===== src/rtl/chord_pkg.sv =====
// Shared chord-interface definitions: voice geometry, FSM state codes and the
// rest note code. Reused by the song reader, chord_scheduler and note players.
package chord_pkg;

   localparam int NOTE_WIDTH     = 6;
   localparam int DURATION_WIDTH = 6;
   localparam int VOICES         = 3;
   localparam int SWIDTH         = 2;

   localparam logic [NOTE_WIDTH-1:0] REST = '0;

   typedef enum logic [SWIDTH-1:0] {
      IDLE = 2'd0,
      LOAD = 2'd1,
      RUN  = 2'd2,
      DONE = 2'd3
   } state_t;

endpackage


===== src/rtl/voice_timer.sv =====
// One voice of a chord: latched note/duration, beat down-counter and active
// flag. Optional macro CHORD_SCHED_RELEASE_GAP_EN silences a voice of
// duration >= 2 one beat early (articulation gap); counting is unaffected.
module voice_timer
   import chord_pkg::*;
(
   input  logic                      clk,
   input  logic                      reset,
   input  logic                      load,
   input  logic                      tick,
   input  logic                      freeze,
   input  logic [NOTE_WIDTH-1:0]     note_in,
   input  logic [DURATION_WIDTH-1:0] duration_in,
   output logic                      active,
   output logic                      expired,
   output logic [NOTE_WIDTH-1:0]     note
);

   logic [NOTE_WIDTH-1:0]     note_q;
   logic [DURATION_WIDTH-1:0] count;
   logic                      live;

   // Latch the voice on load; a rest loads a zero count so it never sounds.
   always_ff @(posedge clk or negedge reset) begin
      if (!reset) begin
         note_q <= '0;
         count  <= '0;
      end else if (load) begin
         note_q <= note_in;
         count  <= (note_in != REST) ? duration_in : '0;
      end else if (tick && !freeze && (count != '0)) begin
         count <= count - DURATION_WIDTH'(1);
      end
   end

   assign live    = (count != '0);
   // Expired now, or about to be by the beat being counted this cycle.
   assign expired = !live || (tick && !freeze && (count == DURATION_WIDTH'(1)));

`ifdef CHORD_SCHED_RELEASE_GAP_EN
   logic single_beat;

   // Remember whether this voice was a one-beat note; those get no gap.
   always_ff @(posedge clk or negedge reset) begin
      if (!reset) begin
         single_beat <= 1'b0;
      end else if (load) begin
         single_beat <= (duration_in == DURATION_WIDTH'(1));
      end
   end

   assign active = (count > DURATION_WIDTH'(1)) ||
                   ((count == DURATION_WIDTH'(1)) && single_beat);
`else
   assign active = live;
`endif

   assign note = active ? note_q : REST;

endmodule


===== src/rtl/chord_scheduler.sv =====
// Chord scheduler: accepts a VOICES-wide chord bundle, loads one voice_timer
// per voice and pulses note_done once every voice has expired.
// Optional macro CHORD_SCHED_RELEASE_GAP_EN (handled inside voice_timer).
module chord_scheduler
   import chord_pkg::*;
(
   input  logic                             clk,
   input  logic                             reset,
   input  logic                             play,
   input  logic                             beat,
   input  logic                             new_note,
   input  logic [VOICES*NOTE_WIDTH-1:0]     notes_in,
   input  logic [VOICES*DURATION_WIDTH-1:0] durations_in,
   output logic [VOICES*NOTE_WIDTH-1:0]     voice_note,
   output logic [VOICES-1:0]                voice_load,
   output logic [VOICES-1:0]                voice_active,
   output logic                             note_done,
   output logic                             busy
);

   state_t            state, next_state;
   logic              accept;
   logic              tick;
   logic [VOICES-1:0] expired;

   // A new bundle is taken in any state except LOAD; it pre-empts a beat.
   assign accept = new_note && play && (state != LOAD);
   assign tick   = beat && play && (state == RUN) && !accept;

   for (genvar i = 0; i < VOICES; i++) begin : g_voice
      voice_timer u_voice (
         .clk         (clk),
         .reset       (reset),
         .load        (accept),
         .tick        (tick),
         .freeze      (!play),
         .note_in     (notes_in[(VOICES-i)*NOTE_WIDTH-1 -: NOTE_WIDTH]),
         .duration_in (durations_in[(VOICES-i)*DURATION_WIDTH-1 -: DURATION_WIDTH]),
         .active      (voice_active[i]),
         .expired     (expired[i]),
         .note        (voice_note[(VOICES-i)*NOTE_WIDTH-1 -: NOTE_WIDTH])
      );
   end

   // State register.
   always_ff @(posedge clk or negedge reset) begin
      if (!reset) begin
         state <= IDLE;
      end else begin
         state <= next_state;
      end
   end

   // Next-state and pulse outputs; voices are loaded at the accept edge so
   // they are already visible during LOAD.
   always_comb begin
      next_state = state;
      voice_load = '0;
      note_done  = 1'b0;
      case (state)
         IDLE: if (accept) next_state = LOAD;
         LOAD: begin
            voice_load = ~expired;
            next_state = (&expired) ? DONE : RUN;
         end
         RUN: begin
            if (accept)         next_state = LOAD;
            else if (&expired)  next_state = DONE;
         end
         DONE: begin
            if (accept) begin
               next_state = LOAD;
            end else begin
               note_done  = 1'b1;
               next_state = IDLE;
            end
         end
         default: next_state = IDLE;
      endcase
   end

   assign busy = (state != IDLE);

endmodule

===== config.mk =====
export PLATFORM = sky130hd
export DESIGN_NAME = chord_scheduler
export DESIGN_NICKNAME = d
export VERILOG_FILES = /design/src/rtl/chord_pkg.sv /design/src/rtl/voice_timer.sv /design/src/rtl/chord_scheduler.sv
export SDC_FILE = /design/constraint.sdc
export NUM_CORES = 1
export LEC_CHECK = 0
export CAP_MARGIN = 15
export CELL_PAD_IN_SITES_DETAIL_PLACEMENT = 0
export CELL_PAD_IN_SITES_GLOBAL_PLACEMENT = 1
export CORE_ASPECT_RATIO = 0.5
export CORE_MARGIN = 4
export CORE_UTILIZATION = 38
export CTS_CLUSTER_SIZE = 30
export DETAILED_ROUTE_END_ITERATION = 8
export GPL_TIMING_DRIVEN = 0
export HOLD_SLACK_MARGIN = 0.1
export PLACE_DENSITY = 0.83
export SYNTH_ARGS = -nofsm -noshare
export SYNTH_HDL_FRONTEND = slang
export SYNTH_SLANG_ARGS = --single-unit

===== constraint.sdc =====
create_clock -name clk -period 3 [get_ports clk]
set_input_delay 0.6 -clock clk [delete_from_list [all_inputs] [get_ports clk]]
set_output_delay 0.6 -clock clk [all_outputs]
set_load 0.005 [all_outputs]

# Yosys cells after proc, flatten, opt, wreduce, memory -nomap -nowiden
# Cells that the tools add are included.
# word_totals
register_bits	38
in_bits	41
wordCells	73
# op_classes
n_addsub	3
n_eq_ne	9
n_mux	21
n_bitwise	1
n_reduce_logical	32
# ops
op	count
two-way mux 6 bit	12
nonzero test 6 bit	6
equality test 6 x 1 -> 1 bit, second input constant	3
subtractor 6 x 1 -> 6 bit, second input constant	3
logical AND 1 bit	12
one-hot mux 2 bit (4 select lines)	1
nonzero test 2 bit	4
two-way mux 2 bit	3
equality test 2 bit, second input constant	2
zero test 1 bit	4
two-way mux 1 bit	4
logical OR 1 bit	3
two-way mux 3 bit	1
inequality test 3 x 2 -> 1 bit, second input constant	1
inverter 3 bit	1
AND reduction 3 bit	1
equality test 2 x 1 -> 1 bit, second input constant	1
zero test 2 bit	1
inequality test 2 x 1 -> 1 bit, second input constant	1
inequality test 2 bit, second input constant	1
AND reduction 2 bit	1

# Logic depth before layout (Yosys ltp)
# depth
ltp_word	11
ltp_mapped	7
mapped_depth_nobuf	6

# Cells and area by module
# Synthesis repeated with hierarchy kept, for this count alone.
# unflattened
hier_cells	229
hier_area_um2	2301.0
# by_module_without_submodules
mod	n_inst	cells_each	area_per_inst_um2
voice_timer (g_voice[1].u_voice ...)	2	71	735.7
voice_timer (g_voice[0].u_voice)	1	68	689.4
chord_scheduler	1	19	140.1

# Worst setup path after synthesis
# No wires, ideal clock.
# synth_path
path_type	in2out
from	input port play
to	output port voice_load[0]
arrival_ns	1.359
required_ns	2.400
setup_slack_ns	1.041
cell_stages	4
n_path_buf	0
cell_sequence	nand4b_4 > nor2_1 > a31oi_1 > and2_1
# synth_via
elab_chain_cells	9
# synth_lines
item	line	rtl
from (decl)	chord_scheduler.sv:9	input logic play,
logical AND 1 bit (2 in series)	chord_scheduler.sv:27	assign accept = new_note && play && (state != LOAD);
zero test 1 bit	chord_scheduler.sv:28	assign tick = beat && play && (state == RUN) && !accept;
logical AND 1 bit	chord_scheduler.sv:28	
logical AND 1 bit (*) (2 in series)	voice_timer.sv:38	assign expired = !live || (tick && !freeze && (count == DURATION_WIDTH'(1)));
logical OR 1 bit (*)	voice_timer.sv:38	
inverter 3 bit (*)	chord_scheduler.sv:63	voice_load = ~expired;
two-way mux 3 bit (*)	chord_scheduler.sv:60	case (state)
to (decl)	chord_scheduler.sv:15	output logic [VOICES-1:0] voice_load,
# Mark *: on every way between the ends. The rest lies on a longest branch, timed or not.

# Worst setup path in the final report
# layout_path
from	input port beat
to	output port voice_load[2]
# layout_via
elab_chain_cells	8
# layout_lines
item	line	rtl
from (decl)	chord_scheduler.sv:10	input logic beat,
logical AND 1 bit (3 in series)	chord_scheduler.sv:28	
logical AND 1 bit (2 in series)	voice_timer.sv:38	
logical OR 1 bit	voice_timer.sv:38	
inverter 3 bit	chord_scheduler.sv:63	
two-way mux 3 bit	chord_scheduler.sv:60	
# No other way between the ends.

==> flow_summary_export.csv <==
group,metric,value,unit
place,numPortBuffers,66,
cts,cts_buffers,5,
detailed_routing,drt-initial-drc-count,97,
cts,path_clk_slew,0.06,ns
floorplan,pin_count,67,
cts,cts-root-buf,"clkbuf_16",
power,pwr-share-clk,0.291,
finish,area_growth,39.6,%
sta,slew_headroom,0.415,
place,post-place-ws,-0.284,ns
floorplan,initial_core_util,0.393,
detailed_routing,drt-wirelength-per-cell,14.4,µm
sta,setup_viol,0,
sta,hold_violations,0,
grt,grt_usage,0.168,
logic_synthesis,syn_avg_cell_area,9.06,µm²
power,switching_share,0.306,
logic_synthesis,synth.distinct_cells,49,
floorplan,fp.dieW,120,µm
floorplan,die_h,64.1,µm
place,globalplace.congestion,0.855,
power,leakage,1.41,nW
logic_synthesis,yosysSeqAreaShare,0.397,
sta,worst_hold_slack,0.440,ns
power,combPwrFrac,0.319,
finish,fin_nets,389,
floorplan,core_area,0.00608,mm²
finish,drive_above_1_share,0.126,
power,cellPowerDensity,538,mW/mm²
place,dp_hpwl,4570,µm
detailed_routing,vias,2116,
finish,diodes,0,
worst_setup_path,path_class,"primary input to primary output",
cts,cts_tree,"done",
sta,finalCritPeriodShare,0.951,
cts,clock_sinks,38,
sta,skew,0.00128,ns
cts,clockBufferDepth,2,
logic_synthesis,asyncSetResetFlopFracSynth,1.00,
cts,holdBufCountCts,0,
floorplan,placementRows,20,
logic_synthesis,synth_seq_cells,38,
grt,grt_pass1_vias,2074,
cts,clk_latency,0.27,ns
sta,worstMarginPinSlew,0.878,ns
logic_synthesis,synth-edff-count,0,
detailed_routing,drt_wl_total,6170,µm
logic_synthesis,syn_inst,264,
run,maxCapViolCount,0,
logic_synthesis,synthFlopType,"dfrtp_1",
hold_path,hold_class,"primary input to asynchronous set/reset pin",
sta,post-route-min-period,2.85,ns
floorplan,die_area,0.00771,mm²
worst_setup_path,cp-end-kind,"primary output",
detailed_routing,drc_errors,0,
detailed_routing,dr.pass1.iters,4,
grt,antenna_found_initial,0,
power,switchingPower,0.000549,W
detailed_routing,ant_nets,0,
grt,grt.overflow.total,0,
sta,max_freq,350,MHz
worst_setup_path,crit_arrival,2.25,ns
sta,setup_ws,0.146,ns
power,ir_drop,237,µV
logic_synthesis,syn-cell-area,0.00239,mm²
run_status,status,"complete, no violations",
detailed_routing,vias_per_cell,4.94,
grt,grt_pass1_wl,10400,µm
worst_setup_path,worstSetupStartpointType,"primary input",
power,power.internal,0.00125,W
sta,rsz0062_at_grt,"false",
power,p_seq_frac,0.389,
logic_synthesis,yosysWarnings,0,
grt,grt_max_degree,39,
logic_synthesis,mappedNetlistNets,314,
worst_setup_path,worstPathRequired,2.40,ns
sta,drv_slew,0,
cts,h-tree-depth,2,
worst_setup_path,cp_max_fo,5,
finish,fillCellCount,565,
==> path summary, 6_finish.rpt <==
path	from	endpoint	slack (ns)	cells past startpoint
max	beat	voice_load[2]	0.15	5
max in group asynchronous	reset	g_voice[2].u_voice.count[3]	2.00	1
min in group clk	g_voice[0].u_voice.note_q[1]	g_voice[0].u_voice.note_q[1]	0.46	2
min	reset	g_voice[1].u_voice.note_q[3]	0.44	1
max reg2reg	state[0]	g_voice[2].u_voice.note_q[3]	1.10	7
min reg2reg	g_voice[0].u_voice.note_q[1]	g_voice[0].u_voice.note_q[1]	0.46	2
==> cells in the final DEF (no fill, tap or decap), types with 6 or more instances in the layout <==
cell type | synthesis | final
buf_2 | 6 | 6
xnor2_1 | 6 | 6
ha_1 | 9 | 9
nand2_1 | 75 | 75
inv_1 | 10 | 10
and2_1 | 22 | 22
o21ai_1 | 5 | 6
dfrtp_1 | 38 | 38
clkdlybuf4s50_1 | 0 | 63
nor2_1 | 8 | 7
==> sequential cells by signal, summed over array words and instances, names as in the netlist <==
name                    flops
state                       2
g_voice.u_voice.count      18
g_voice.u_voice.note_q     18
==> area by class of cell <==
type / instances / area (µm²) / share of cell area
buffer: 11 / 66.3 / 0.0199
clock buffer: 7 / 143 / 0.0427
clock inverter: 1 / 5.00 / 0.00150
inverter: 10 / 37.5 / 0.0112
multi-input combinational: 205 / 1360 / 0.406
sequential: 38 / 951 / 0.285
tap: 88 / 110 / 0.0330
timing repair buffer: 68 / 672 / 0.201
==> critical path, cell delays in order <==
cell and delay [ns]:
clkdlybuf4s50_1 0.50, nand4b_4 0.18, o31a_1 0.35, and2_1 0.18, clkdlybuf4s50_1 0.44
==> through the flow <==
stage	util	setup TNS (ns)	cells	power, W	cell area (µm²)
after floorplan	-	0	264	0.00102	2390
after global placement	0.520	-0.514	418	0.00127	3160
after global routing	0.549	0	428	0.00193	3340
after detailed placement	0.519	-0.551	418	0.00128	3160
after CTS	0.548	0	428	0.00182	3330
final	0.549	0	428	0.00180	3340
==> timing repair <==
action,4_1_cts,5_1_grt
setup buffers,2,0
pin swaps,1,0
endpoints found under the setup margin,3,1
resized for setup,6,2
==> power by group through the flow <==
stage          clock [W]  sequential [W]  combinational (W)
6_report        0.000523        0.000699           0.000573
5_1_grt         0.000572        0.000715           0.000639
4_1_cts         0.000542        0.000698           0.000579
3_5_place_dp           0        0.000707           0.000571
3_3_place_gp           0        0.000704           0.000561
2_1_floorplan          0        0.000686           0.000334
==> routing by layer <==
layer | track usage | share of wire | vias to the layer above
met5 | 0 | 0 | -
met4 | 0.0339 | 0.0073 | 0
li1 | - | - | 1068
met3 | 0.0309 | 0.058 | 5
met1 | 0.232 | 0.47 | 999
met2 | 0.279 | 0.46 | 44
==> synthesized netlist by cell type (2+ instances only) <==
cell / n / share of area
a2111oi_2: 4 / 0.025
a211oi_1: 5 / 0.016
a211oi_2: 3 / 0.016
a211oi_4: 2 / 0.017
a21o_1: 2 / 0.0063
a21oi_1: 2 / 0.0042
a22o_1: 2 / 0.0073
a31o_2: 3 / 0.011
a31oi_1: 2 / 0.0052
a32oi_1: 2 / 0.0073
and2_1: 22 / 0.058
and3_1: 2 / 0.0052
buf_2: 6 / 0.013
buf_4: 3 / 0.0094
dfrtp_1: 38 / 0.40
ha_1: 9 / 0.047
inv_1: 10 / 0.016
mux2i_1: 2 / 0.0084
nand2_1: 75 / 0.12
nand3_1: 5 / 0.010
nand3b_1: 2 / 0.0063
nand4b_1: 2 / 0.0073
nor2_1: 8 / 0.013
nor3_1: 5 / 0.010
nor4_1: 3 / 0.0078
nor4_4: 3 / 0.027
o211ai_1: 4 / 0.013
o21ai_0: 5 / 0.010
o21ai_1: 5 / 0.010
or2_2: 2 / 0.0052
or3_1: 3 / 0.0078
xnor2_1: 6 / 0.022
==> cell families after synthesis <==
group | after synthesis | synth area share
flip-flops | 38 | 0.397
multiplexers | 2 | 0.00837
XOR/XNOR | 6 | 0.0220
buffers and inverters | 21 | 0.0408
AND/OR/NAND/NOR | 138 | 0.300
adder cells (fa/ha/maj) | 9 | 0.0471
AO/OA/AOI/OAI | 50 | 0.185
Power figures use the tool's default switching activity.
